**src/rtl/shifter_seq.sv**
```systemverilog
// ---------------------------------------------------------------------------
// shifter_seq
//   Parametrised multi-cycle universal shift register. A command (mode plus
//   shift amount) is taken on a start strobe while idle; the register then
//   shifts one bit per clock until the amount is used up and signals the end
//   of the command with a one-cycle done pulse. Serial in/out pins allow
//   chaining several blocks.
//
// Parameters
//   WIDTH   data width in bits (>= 2)
//   AMT_W   width of the shift-amount port (>= 1)
//
// Ports
//   clk      in   1      rising-edge clock
//   rst      in   1      synchronous active-high reset
//   start    in   1      command strobe, accepted only while busy = 0
//   chos     in   3      mode, sampled with start
//   amt      in   AMT_W  shift count, sampled with start
//   inp      in   WIDTH  parallel load data (mode 1), sampled with start
//   ser_in   in   1      serial input bit for mode 5, sampled every shift edge
//   busy     out  1      high while a multi-cycle shift is in progress
//   done     out  1      one-cycle pulse after the last operation of a command
//   result   out  WIDTH  register contents
//   ser_out  out  1      bit most recently shifted out of result
//
// Modes
//   0 clear  1 load  2 logical right  3 logical left  4 arithmetic right
//   5 serial right (ser_in enters at the MSB)  6 rotate right  7 rotate left
// ---------------------------------------------------------------------------
module shifter_seq #(
    parameter int WIDTH = 8,
    parameter int AMT_W = $clog2(WIDTH)
) (
    input  logic             clk,
    input  logic             rst,
    input  logic             start,
    input  logic [2:0]       chos,
    input  logic [AMT_W-1:0] amt,
    input  logic [WIDTH-1:0] inp,
    input  logic             ser_in,
    output logic             busy,
    output logic             done,
    output logic [WIDTH-1:0] result,
    output logic             ser_out
);

    typedef enum logic {
        IDLE  = 1'b0,
        SHIFT = 1'b1
    } state_t;

    state_t             state;
    state_t             state_n;
    logic [2:0]         mode_q;
    logic [2:0]         mode_n;
    logic [AMT_W-1:0]   count;
    logic [AMT_W-1:0]   count_n;
    logic [WIDTH-1:0]   result_n;
    logic               ser_out_n;
    logic               done_n;
    logic [2:0]         mode_sel;
    logic [WIDTH:0]     op_out;

    // One application of a mode to the register. The returned MSB is the
    // bit pushed out on ser_out; clear and load drive ser_out to 0.
    function automatic logic [WIDTH:0] shift_op(
        input logic [2:0]       mode,
        input logic [WIDTH-1:0] r,
        input logic [WIDTH-1:0] load_val,
        input logic             sin
    );
        logic [WIDTH:0] res;
        res = '0;
        case (mode)
            3'd0: res = {1'b0, {WIDTH{1'b0}}};
            3'd1: res = {1'b0, load_val};
            3'd2: res = {r[0], 1'b0, r[WIDTH-1:1]};
            3'd3: res = {r[WIDTH-1], r[WIDTH-2:0], 1'b0};
            3'd4: res = {r[0], r[WIDTH-1], r[WIDTH-1:1]};
            3'd5: res = {r[0], sin, r[WIDTH-1:1]};
            3'd6: res = {r[0], r[0], r[WIDTH-1:1]};
            3'd7: res = {r[WIDTH-1], r[WIDTH-2:0], r[WIDTH-1]};
            default: res = '0;
        endcase
        return res;
    endfunction

    // While idle the operation comes straight from the command inputs so the
    // first shift happens on the accepting edge; during SHIFT the latched
    // mode is used and the command inputs are don't-care.
    assign mode_sel = (state == IDLE) ? chos : mode_q;
    assign op_out   = shift_op(mode_sel, result, inp, ser_in);

    // Next-state and datapath decision. Everything holds by default and done
    // is only raised on the edge that finishes a command, which makes it a
    // single-cycle pulse after registration.
    always_comb begin
        state_n   = state;
        mode_n    = mode_q;
        count_n   = count;
        result_n  = result;
        ser_out_n = ser_out;
        done_n    = 1'b0;

        case (state)
            IDLE: begin
                if (start) begin
                    mode_n = chos;
                    if (chos <= 3'd1) begin
                        {ser_out_n, result_n} = op_out;
                        done_n                = 1'b1;
                    end else if (amt == '0) begin
                        done_n = 1'b1;
                    end else begin
                        {ser_out_n, result_n} = op_out;
                        count_n               = amt - AMT_W'(1);
                        if (amt == AMT_W'(1)) begin
                            done_n = 1'b1;
                        end else begin
                            state_n = SHIFT;
                        end
                    end
                end
            end
            SHIFT: begin
                {ser_out_n, result_n} = op_out;
                count_n               = count - AMT_W'(1);
                if (count == AMT_W'(1)) begin
                    state_n = IDLE;
                    done_n  = 1'b1;
                end
            end
            default: begin
                state_n = IDLE;
            end
        endcase
    end

    // State and datapath registers. Reset wins over any command or shift in
    // progress and returns every output to zero.
    always_ff @(posedge clk) begin
        if (rst) begin
            state   <= IDLE;
            mode_q  <= '0;
            count   <= '0;
            result  <= '0;
            ser_out <= 1'b0;
            done    <= 1'b0;
        end else begin
            state   <= state_n;
            mode_q  <= mode_n;
            count   <= count_n;
            result  <= result_n;
            ser_out <= ser_out_n;
            done    <= done_n;
        end
    end

    assign busy = (state == SHIFT);

endmodule

```
**config.mk**
```make
export PLATFORM = sky130hd
export DESIGN_NAME = shifter_seq
export DESIGN_NICKNAME = d
export VERILOG_FILES = /design/src/rtl/shifter_seq.sv
export SDC_FILE = /design/constraint.sdc
export NUM_CORES = 1
export LEC_CHECK = 0
export ABC_CLOCK_PERIOD_IN_PS = 2000
export CAP_MARGIN = 25
export CORE_UTILIZATION = 40
export CTS_CLUSTER_SIZE = 28
export DETAILED_ROUTE_END_ITERATION = 10
export DONT_BUFFER_PORTS = 1
export SYNTH_ARGS = -nofsm -noshare
export SYNTH_HDL_FRONTEND = slang
export SYNTH_SLANG_ARGS = --single-unit
```
**constraint.sdc**
```tcl
create_clock -name clk -period 2 [get_ports clk]
set_clock_uncertainty 0.2 [all_clocks]
set_input_delay 0.4 -clock clk [delete_from_list [all_inputs] [get_ports clk]]
set_output_delay 0.4 -clock clk [all_outputs]
set_load 0.005 [all_outputs]
```
# Word-level counts from Yosys, hierarchy flattened
# Index checks and enable logic that the tools add are counted.
dict set report totals {
  word_cells 54
  mem_count 0
  ff_bits 17
  latchBits 0
  mem_bits_rw 0
  romBits 0
}
dict set report classes {
  add_sub_neg 2
  eq_ne 13
  div 0
  n_mux 26
  reduce_logical 5
  shifts 0
  bitwise_logic 1
  mul 0
  n_lt_le_gt_ge 1
}
# operator count
set ops {}
lappend ops {{$pmux 9 s8} 1}
lappend ops {{$mux 8} 3}
lappend ops {{$pmux 8 s2} 1}
lappend ops {{$mux 1} 13}
lappend ops {{$eq 3x3->1 const B} 4}
lappend ops {{$mux 3} 4}
lappend ops {{$eq 3x1->1 const B} 3}
lappend ops {{$eq 3x2->1 const B} 2}
lappend ops {{$logic_not 3->1} 2}
lappend ops {{$ne 2x2->1 const B} 3}
lappend ops {{$pmux 1 s2} 3}
lappend ops {{$pmux 3 s2} 1}
lappend ops {{$sub 3x1->3 const B} 2}
lappend ops {{$reduce_and 2->1} 2}
lappend ops {{$le 3x1->1 const B} 1}
lappend ops {{$ne 3x3->1 const B} 1}
lappend ops {{$reduce_and 3->1} 1}
lappend ops {{$not 1->1} 1}

# Depth between registers and ports, before layout
# Gate-level depths: netlist (run 1).
dict set report depth {
  word_depth 7
  mapped_depth 6
  ltp_nobuf 6
}

# Worst setup path before layout (run 1)
# No wires, ideal clock.
dict set report synth_path {
  kind {register to register}
  start {register state, in the netlist busy}
  end {register ser_out}
  required_ns 1.712
  path_stages_with_launch 6
  period_less_slack_ns 1.811
  n_path_buf 1
  arrival_time_ns 1.523
  slack_ns 0.189
  cell_sequence {dfxtp_1 > and3b_1 > or2_0 > buf_2 > or3b_1 > a311oi_2}
}
dict set report synth_between {
  elab_chain_cells 7
  elab_cells_between_ends 18
}
# element line
set synth_rtl {}
lappend synth_rtl {{start, declared} 52} ;# state_t state;
lappend synth_rtl {{start signal, assigned} 150} ;# state <= state_n;
lappend synth_rtl {{$mux 3} 91} ;# assign mode_sel = (state == IDLE) ? chos : mode_q;
lappend synth_rtl {{$eq 3x3->1 (tied with other cells)} 74} ;# case (mode)
lappend synth_rtl {{$pmux 9 s8} 74}
lappend synth_rtl {{$mux 1} 112} ;# end else if (amt == '0) begin
lappend synth_rtl {{$mux 1} 109} ;# if (chos <= 3'd1) begin
lappend synth_rtl {{$mux 1} 107} ;# if (start) begin
lappend synth_rtl {{$pmux 1 s2} 105} ;# case (state)
lappend synth_rtl {{end signal, assigned} 154} ;# ser_out <= ser_out_n;
lappend synth_rtl {{end, declared} 44} ;# output logic ser_out
# Parallel ways exist; a longest one is shown, timed or not. The select of a mux whose other input is x is not followed.
# A chain may end at the register's enable or synchronous reset.

# Final worst setup path (run 1)
dict set report layout_path {
  start {register mode_q[1]}
  end {register result[4]}
}
dict set report layout_between {
  elab_chain_cells 7
  elab_cells_between_ends 14
}
# element line
set layout_rtl {}
lappend layout_rtl {{start, declared} 54} ;# logic [2:0] mode_q;
lappend layout_rtl {{start signal, assigned} 151} ;# mode_q <= mode_n;
lappend layout_rtl {{$mux 3 (*)} 91}
lappend layout_rtl {{$eq 3x3->1 (tied with other cells)} 74}
lappend layout_rtl {{$pmux 9 s8 (*)} 74}
lappend layout_rtl {{$mux 8} 112}
lappend layout_rtl {{$mux 8} 109}
lappend layout_rtl {{$mux 8} 107}
lappend layout_rtl {{$pmux 8 s2 (*)} 105}
lappend layout_rtl {{end signal, assigned} 153} ;# result <= result_n;
lappend layout_rtl {{end, declared} 43} ;# output logic [WIDTH-1:0] result,
# Mark *: on every way between the ends. The rest lies on a longest branch, timed or not. The select of a mux whose other input is x is not followed.

==> results of run 1 <==
critical path, delay by kind of cell, from the launching register on:
family          cells  cell delay, ps
flops               1             400
compound gates      2             510
buf+inv             1             190
simple gates        2             520
per-layer routing:
layer	wire (µm)	part of all wire (%)	up-vias	track usage, %
li1	-	-	536	-
met1	1260	43	516	23.5
met2	1470	50	30	36.1
met3	163	5.6	4	6.98
met4	30	1.0	0	6.07
met5	0	0	-	0
layout make-up:
| class | instances | share of cell area (%) |
|---|---|---|
| multi-input cells | 100 | 57.7 |
| flip-flops and latches | 17 | 27.0 |
| inverters | 15 | 4.46 |
| clock buffers | 3 | 1.78 |
| well taps | 31 | 3.07 |
| clock inverters | 1 | 0.396 |
| repair buffers | 9 | 5.54 |
worst max path at each step:
stage	from	endpoint	slack, ps	cells past startpoint
5_1_grt	mode_q[1]	result[4]	30	5
4_1_cts	busy	result[5]	40	5
3_3_place_gp	amt[1]	result[3]	7	6
3_5_place_dp	amt[1]	result[6]	-70	6
2_1_floorplan	busy	ser_out	190	5
6_report	mode_q[1]	result[4]	130	5
state kept, by name, summed over array words and instances, names as in the netlist:
name / count
result: 8
busy: 1
count: 3
done: 1
ser_out: 1
mode_q: 3
logic make-up after synthesis:
family	synth area share [%]
DFF	29.4
xor gates and xnor gates	0.758
AOI/OAI and AO/OA	32.5
adders and majority gates	5.41
muxes	7.14
buffers and inverters	7.47
and+or+nand+nor	17.3
cell usage after synthesis, types with 2 or more instances:
cell type	instances
a21oi_1	4
o311ai_0	6
nor3b_1	2
clkbuf_1	2
buf_1	2
ha_1	5
nor3_1	3
mux2_2	2
nor2_1	11
o21ai_0	16
nand2b_1	2
o211ai_1	4
mux2i_1	6
nand4_1	2
a32oi_1	2
buf_2	3
o22ai_1	2
a22o_1	6
dfxtp_1	17
a21o_1	2
and3b_1	3
inv_1	15
nand2_1	2
or2_2	2
timing repair:
action,in CTS,in global routing
hold buffers,1,0
resized for setup,0,4
hold endpoints to repair,8,0
setup endpoints to repair,0,6
stage by stage:
step           power (mW)  cell area (µm²)
6_report            0.779             1260
5_1_grt             0.829             1260
4_1_cts             0.783             1260
3_5_place_dp        0.585             1220
3_3_place_gp        0.579             1220
2_1_floorplan       0.539             1160
power groups by stage:
stage	clock network, mW	logic, mW	registers [mW]
after floorplan	0	0.151	0.388
after global placement	0	0.185	0.394
after detailed placement	0	0.190	0.395
after CTS	0.202	0.195	0.387
after global routing	0.217	0.221	0.392
final	0.197	0.195	0.388
==> key figures, run 1 <==
Setup path
  – CP required: 2060 ps
  – Worst-path fanout max: 9
  – CP Capture Type: register
  – CP cell instances: and3_1, or2_0, buf_4, o311ai_0, a22o_1
  – Worst R2R Start: mode_q[1]
  – Crit path DAT: 1930 ps
  – R2R Path End: result[4]
  – Reg2Reg Setup Slack: 130 ps
  – Slowest cell on the critical path: dfxtp_1
  – Cell count of the worst reg-to-reg path: 5
  – Worst Setup Start Kind: register
  – CP Class: register to register
  – Largest stage delay, worst path: 400 ps

Floorplanning
  – Row count: 19
  – Full die area: 3110 µm²
  – Ports: 29
  – Core area: 2760 µm²
  – Die W: 55.8 µm
  – Chip height: 55.8 µm
  – Starting Density: 41.9%

Logic synthesis
  – Sequential element share of the synthesized area: 29.4%
  – Top cell type by total area after synthesis: dfxtp_1
  – Ranking of synthesized cells by area: dfxtp_1 (29%), o21ai_0 (6.9%), ha_1 (5.4%), mux2i_1 (5.2%), inv_1 (4.9%)
  – Synth Net Count: 162
  – Cell area after synthesis: 1160 µm²
  – Post-synth EDFFs: 0
  – Synthesized instance count: 139
  – Area share of the largest cell type after synthesis: 29.4%
  – Avg Inst Size Synth: 8.32 µm²
  – Synth Flop Type: dfxtp_1
  – Synth Register Bits: 17
  – Synth unique cells: 42
  – Ys async rst share: 0%
  – Yosys warning count: 0

Finish
  – Sequential Area: 342 µm²
  – Fin nets: 169
  – Layout Cells excl Fill: 176
  – Final design utilization: 45.8%
  – Multi-input gate area: 729 µm²
  – # diodes: 0
  – Area delta synth->final: 9.31%
  – Share of layout cells above drive strength 1: 13.1%
  – Commonest non-fill, non-tap cells in the layout: o21ai_0 (16), dfxtp_1 (16), inv_1 (15)
  – Fillers: 283

Drt
  – Drt first pass iters: 4
  – Routed vias/inst: 6.17
  – Drc violations: 0
  – Antenna-violating nets left: 0
  – Vias: 1086
  – First DRT Iteration DRCs: 30
  – Final wirelength: 2.93 mm
  – Wire length per cell: 16.6 µm

CTS
  – Clk_lat worst skew: 300 ps
  – Clock buffer depth: 2
  – CTS Buf Count: 3
  – Worst-path clk slew: 110 ps
  – CTS tree: done
  – Setup bufs post-CTS: 0
  – H-tree levels: 1
  – Root buffer cell: clkbuf_4
  – Clk sinks: 17

STA
  – Final hold slack: 50.2 ps
  – Max Clock Freq: 534 MHz
  – Max-slew violation count: 0
  – Worst Tran Pin Value: 694 ps
  – Tcrit/Tclk final: 93.7%
  – Min Tclk post-route: 1870 ps
  – Fin worst setup slack: 127 ps
  – RSZ-0062 raised after global routing: false
  – Final hold vios: 0
  – Final setup viols: 0
  – Slew Limit Headroom: 53.4%
  – Setup TNS: 0 ps

Placed design
  – Detail Placement HPWL: 2.15 mm
  – Gp weighted congestion: 0.827
  – Port buffer count: 0
  – Pre-CTS setup slack: -67.2 ps
  – Placed cell count: 171

Outcome
  – Status: finished, final reports clean

Global route
  – Number of global-route vias before repair: 1084
  – Initial antenna violation count: 0
  – First-pass GRT wire length: 5.04 mm
  – Grt total ovfl: 0
  – GRT Overall Usage: 20.6%
  – Largest net degree at the start of global routing: 19

Pwr
  – Clk pwr share: 25.3%
  – Switching part of the total: 32.3%
  – Combinational share of power: 25.0%
  – VDD IR-drop max: 0.520 mV
  – P_int: 527 µW
  – Pwr/cell area: 617 nW/µm²
  – Reg power frac: 49.7%
  – Leakage: 0.486 nW
  – Switching power: 252 µW

Worst hold path
  – Min-Delay Path Depth: 2
  – Hold_sp: chos[1]
  – Hold EP: mode_q[1]
  – HP Class: primary input to register

Flow run
  – Max-cap viol count: 0
Note: power is estimated with default switching activity, not from simulation.
==> inputs of run 2 (changes only) <==
Settings changed: RECOVER_POWER set to 50.
==> key figures, run 2 (same netlist as run 1, synthesis figures left out) <==
Drt
  – Antenna-violating nets left: 0 (unchanged)
  – Top Metal Used: met4 (unchanged)
  – Final wirelength: 2.93 mm (about the same)
  – Routed wl met3: 163 µm (unchanged)
  – Drc violations: 0 (unchanged)
  – M1 wire length: 1.26 mm (about the same)
  – Vias: 1087 (was 1086)
  – First DRT Iteration DRCs: 30 (unchanged)
  – Met2 WL: 1.47 mm (about the same)
  – Wire length per cell: 16.6 µm (about the same)
  – Drt first pass iters: 4 (unchanged)
  – Routed vias/inst: 6.18 (was 6.17)

CTS
  – CTS tree: done (unchanged)
  – Clk_lat worst skew: 300 ps (about the same)
  – Worst-path clk slew: 110 ps (about the same)
  – Setup bufs post-CTS: 0 (unchanged)
  – CTS Buf Count: 3 (unchanged)
  – Root buffer cell: clkbuf_4 (unchanged)
  – Clock buffer depth: 2 (unchanged)
  – Clk sinks: 17 (unchanged)
  – H-tree levels: 1 (unchanged)

Worst hold path
  – HP Class: primary input to register (unchanged)

Global route
  – First-pass GRT wire length: 5.04 mm (unchanged)
  – Largest net degree at the start of global routing: 19 (unchanged)
  – Number of global-route vias before repair: 1084 (unchanged)
  – Initial antenna violation count: 0 (unchanged)
  – Grt total ovfl: 0 (unchanged)
  – GRT Overall Usage: 20.6% (unchanged)

STA
  – Slew Limit Headroom: 53.2% (was 53.4%)
  – Tcrit/Tclk final: 93.7% (about the same)
  – RSZ-0062 raised after global routing: false (unchanged)
  – Max Clock Freq: 534 MHz (about the same)
  – Worst Tran Pin Value: 697 ps (was 694 ps)
  – Final hold slack: 50.2 ps (unchanged)
  – Setup TNS: 0 ps (unchanged)
  – Min Tclk post-route: 1870 ps (about the same)
  – Final hold vios: 0 (unchanged)
  – Final setup viols: 0 (unchanged)
  – Max-slew violation count: 0 (unchanged)

Flow run
  – Max-cap viol count: 0 (unchanged)

Pwr
  – Post-layout power: 778 µW (was 779 µW)
  – VDD IR-drop max: 0.520 mV (about the same)
  – Leakage: 0.486 nW (about the same)
  – Pwr/cell area: 617 nW/µm² (about the same)

Placed design
  – Area after DPL: 1220 µm² (unchanged)
  – Gp weighted congestion: 0.827 (unchanged)
  – Port buffer count: 0 (unchanged)
  – Detail Placement HPWL: 2.15 mm (unchanged)

Setup path
  – Buf/Inv on CP: 1 (unchanged)
  – CP required: 2060 ps (about the same)
  – Worst-path fanout max: 9 (unchanged)
  – Crit path DAT: 1930 ps (about the same)
  – CP Class: register to register (unchanged)
  – CP cell instances: and3_1, or2_0, buf_4, o311ai_0, a22o_1 (unchanged)
  – Largest stage delay, worst path: 400 ps (about the same)
  – Slowest cell on the critical path: dfxtp_1 (unchanged)
  – Reg2Reg Setup Slack: 130 ps (about the same)
  – CP Capture Type: register (unchanged)
  – Worst Setup Start Kind: register (unchanged)
  – Crit-path leading delay family: simple AND/OR/NAND/NOR gates (unchanged)

Finish
  – Fillers: 284 (was 283)
  – Sequential Area: 342 µm² (unchanged)
  – Largest register FFs: 8 (unchanged)
  – Reg with most FFs: result (unchanged)
  – Multi-input gate area: 729 µm² (unchanged)
  – Fin nets: 169 (unchanged)
  – # diodes: 0 (unchanged)
  – Commonest non-fill, non-tap cells in the layout: o21ai_0 (16), dfxtp_1 (16), inv_1 (15) (unchanged)
  – Regs by FF count: result: 8 flops, count: 3 flops, mode_q: 3 flops (unchanged)
  – Fin area: 1260 µm² (about the same)
  – Final design utilization: 45.7% (was 45.8%)
  – Share of layout cells above drive strength 1: 13.1% (unchanged)
  – Area delta synth->final: 9.09% (was 9.31%)

Floorplanning
  – Row count: 19 (unchanged)
  – Full die area: 3110 µm² (unchanged)
  – Chip height: 55.8 µm (unchanged)
  – Starting Density: 41.9% (unchanged)
  – Ports: 29 (unchanged)
  – Core area: 2760 µm² (unchanged)
  – Die W: 55.8 µm (unchanged)

Outcome
  – Status: finished, final reports clean (unchanged)
[run 2: cell count changes in the layout (fill, tap and decap cells not counted), sizes merged]
cell	delta
buf	-1
clkbuf	+1
[run 2: timing repair]
action,CTS,global route
hold endpoints to repair,8,0
hold buffers,1,0
resized for setup,0,4
setup endpoints to repair,0,6
[run 2: worst register-to-register path: stages (launching register included)]
cell and delay (ps):
dfxtp_1 400, and3_1 220, or2_0 300, buf_4 190, o311ai_0 340, a22o_1 170
[run 2: worst paths after layout]
kind	startpoint	endpoint	depth (start not counted)
min	chos[1]	mode_q[1]	2
min reg2reg	count[2]	count[2]	2
max reg2reg	mode_q[1]	result[4]	5
max	mode_q[1]	result[4]	5
[run 2: through the flow]
| step | std cells | setup slack [ps] |
|---|---|---|
| finish | 176 | 127 |
| global placement | 171 | 7.30 |
| CTS | 176 | 36.2 |
| floorplan | 139 | 189 |
| global route | 176 | 25.5 |
| detailed placement | 171 | -67.2 |
[run 2: area by class of cell]
class | count | area share (%)
multi-input cells | 100 | 57.8
well taps | 31 | 3.08
clock buffers | 3 | 1.79
repair buffers | 9 | 5.36
flip-flops and latches | 17 | 27.1
inverters | 15 | 4.46
clock inverters | 1 | 0.397
[run 2: power breakdown]
| part | leakage (nW) | internal, mW | total (mW) | switching (mW) |
|---|---|---|---|---|
| sequential | 0.139 | 0.363 | 0.387 | 0.0248 |
| clock | 0.0177 | 0.0746 | 0.197 | 0.122 |
| combinational | 0.329 | 0.0888 | 0.193 | 0.105 |
| total | 0.486 | 0.526 | 0.778 | 0.252 |
[run 2: per-layer routing]
metal | global-route usage, % | vias to the layer above
li1 | - | 537
met1 | 23.5 | 516
met2 | 36.1 | 30
met3 | 6.98 | 4
met4 | 6.07 | 0
met5 | 0 | -
==> inputs of run 3 (changes only) <==
Settings changed: HOLD_SLACK_MARGIN set to 0.15, TNS_END_PERCENT set to 100.
==> key figures, run 3 (same netlist as run 1, synthesis figures left out) <==
Drt
  – Final wirelength: 3.02 mm (was 2.93 mm)
  – First DRT Iteration DRCs: 41 (was 30)
  – Wire length per cell: 16.7 µm (was 16.6 µm)
  – Drt first pass iters: 4 (unchanged)
  – Routed vias/inst: 6.14 (was 6.18)
  – Drc violations: 0 (unchanged)
  – Antenna-violating nets left: 0 (unchanged)
  – Vias: 1112 (was 1087)

Finish
  – Fin area: 1310 µm² (was 1260 µm²)
  – Commonest non-fill, non-tap cells in the layout: o21ai_0 (16), dfxtp_1 (16), inv_1 (15) (unchanged)
  – Regs by FF count: result: 8 flops, count: 3 flops, mode_q: 3 flops (unchanged)
  – Fin nets: 174 (was 169)
  – Share of layout cells above drive strength 1: 12.7% (was 13.1%)
  – Layout Cells excl Fill: 181 (was 176)
  – Area delta synth->final: 13.4% (was 9.09%)
  – Reg with most FFs: result (unchanged)
  – Largest register FFs: 8 (unchanged)
  – # diodes: 0 (unchanged)

Floorplanning
  – Core area: 2760 µm² (unchanged)
  – Ports: 29 (unchanged)
  – Die W: 55.8 µm (unchanged)
  – Full die area: 3110 µm² (unchanged)
  – Starting Density: 41.9% (unchanged)
  – Row count: 19 (unchanged)
  – Chip height: 55.8 µm (unchanged)

Pwr
  – Post-layout power: 789 µW (was 778 µW)
  – Pwr/cell area: 601 nW/µm² (was 617 nW/µm²)
  – VDD IR-drop max: 0.533 mV (was 0.520 mV)
  – Leakage: 0.507 nW (was 0.486 nW)

Placed design
  – Gp weighted congestion: 0.827 (unchanged)
  – Detail Placement HPWL: 2.15 mm (unchanged)
  – Port buffer count: 0 (unchanged)
  – Area after DPL: 1220 µm² (unchanged)
  – Placed cell count: 171 (unchanged)

STA
  – Final setup viols: 0 (unchanged)
  – Final hold vios: 0 (unchanged)
  – RSZ-0062 raised after global routing: false (unchanged)
  – Final hold slack: 173 ps (was 50.2 ps)
  – Max Clock Freq: 534 MHz (about the same)
  – Worst Tran Pin Value: 698 ps (was 697 ps)
  – Max-slew violation count: 0 (unchanged)
  – Min Tclk post-route: 1870 ps (about the same)
  – Tcrit/Tclk final: 93.5% (was 93.7%)
  – Slew Limit Headroom: 53.1% (was 53.2%)

Global route
  – GRT Overall Usage: 21.4% (was 20.6%)
  – Number of global-route vias before repair: 1112 (was 1084)
  – Initial antenna violation count: 0 (unchanged)
  – Largest net degree at the start of global routing: 19 (unchanged)
  – First-pass GRT wire length: 5.23 mm (was 5.04 mm)
  – Grt total ovfl: 0 (unchanged)

CTS
  – CTS tree: done (unchanged)
  – Clock buffer depth: 2 (unchanged)
  – Worst-path clk slew: 110 ps (about the same)
  – CTS Buf Count: 3 (unchanged)
  – Clk_lat worst skew: 300 ps (about the same)
  – Root buffer cell: clkbuf_4 (unchanged)
  – H-tree levels: 1 (unchanged)
  – Clk sinks: 17 (unchanged)

Setup path
  – CP required: 2060 ps (about the same)
  – CP cell instances: and3_1, or2_0, buf_4, o311ai_0, a22o_1 (unchanged)
  – Crit path DAT: 1930 ps (about the same)
  – Worst Setup Start Kind: register (unchanged)
  – Reg2Reg Setup Slack: 130 ps (about the same)
  – CP Class: register to register (unchanged)
  – CP Capture Type: register (unchanged)
  – Worst-path fanout max: 9 (unchanged)
  – Slowest cell on the critical path: dfxtp_1 (unchanged)
  – Worst R2R Start: mode_q[1] (unchanged)
  – Largest stage delay, worst path: 400 ps (about the same)
  – R2R Path End: result[4] (unchanged)
  – Cell count of the worst reg-to-reg path: 5 (unchanged)

Outcome
  – Status: finished, final reports clean (unchanged)

Flow run
  – Max-cap viol count: 0 (unchanged)

Worst hold path
  – HP Class: primary input to register (unchanged)
  – Hold_sp: inp[2] (was chos[1])
  – Min-Delay Path Depth: 3 (was 2)
  – Hold EP: result[2] (was mode_q[1])
## run 3: critical path, delay by kind of cell, from the launching register on
family / cells / cell delay (ps)
AOI/OAI and AO/OA: 2 / 510
buffers and inverters: 1 / 190
DFF: 1 / 400
and+or+nand+nor: 2 / 520
## run 3: per-layer routing
layer / track usage [%] / vias up / wire length, µm
li1: - / 546 / -
met3: 6.98 / 4 / 165
met2: 38.0 / 32 / 1550
met4: 6.07 / 0 / 30
met1: 24.3 / 530 / 1280
met5: 0 / - / 0
## run 3: what timing repair did
| item | in CTS | in global routing |
|---|---|---|
| setup endpoints to repair | 0 | 6 |
| hold buffers | 6 | 0 |
| hold endpoints to repair | 10 | 0 |
| gates resized for setup | 0 | 4 |
| buffers inserted | 0 | 0 |
## run 3: stage by stage
| step | setup TNS, ps | worst slack [ps] | util (%) |
|---|---|---|---|
| 2_1_floorplan | 0 | 189 | - |
| 3_3_place_gp | 0 | 7.30 | 44.4 |
| 3_5_place_dp | -321 | -67.2 | 44.4 |
| 4_1_cts | 0 | 36.2 | 47.6 |
| 5_1_grt | 0 | 25.5 | 47.5 |
| 6_report | 0 | 129 | 47.5 |
## run 3: worst max path at each step
stage / cells after the start / start / endpoint
6_report: 5 / mode_q[1] / result[4]
5_1_grt: 5 / mode_q[1] / result[4]
3_5_place_dp: 6 / amt[1] / result[6]
3_3_place_gp: 6 / amt[1] / result[3]
2_1_floorplan: 5 / busy / ser_out
4_1_cts: 5 / busy / result[5]
## run 3: cell type report
class,count,area [µm²]
Timing Repair Buffer,14,118
Multi-Input combinational cell,100,729
Clock inverter,1,5.00
Clock buffer,3,22.5
Inverter,15,56.3
Sequential cell,17,342
Fill cell,280,1450
Tap cell,31,38.8
## run 3: report_power, final
part	switching [mW]	total [mW]	internal, mW
registers	0.0247	0.387	0.363
logic	0.108	0.203	0.0954
clock network	0.123	0.198	0.0746
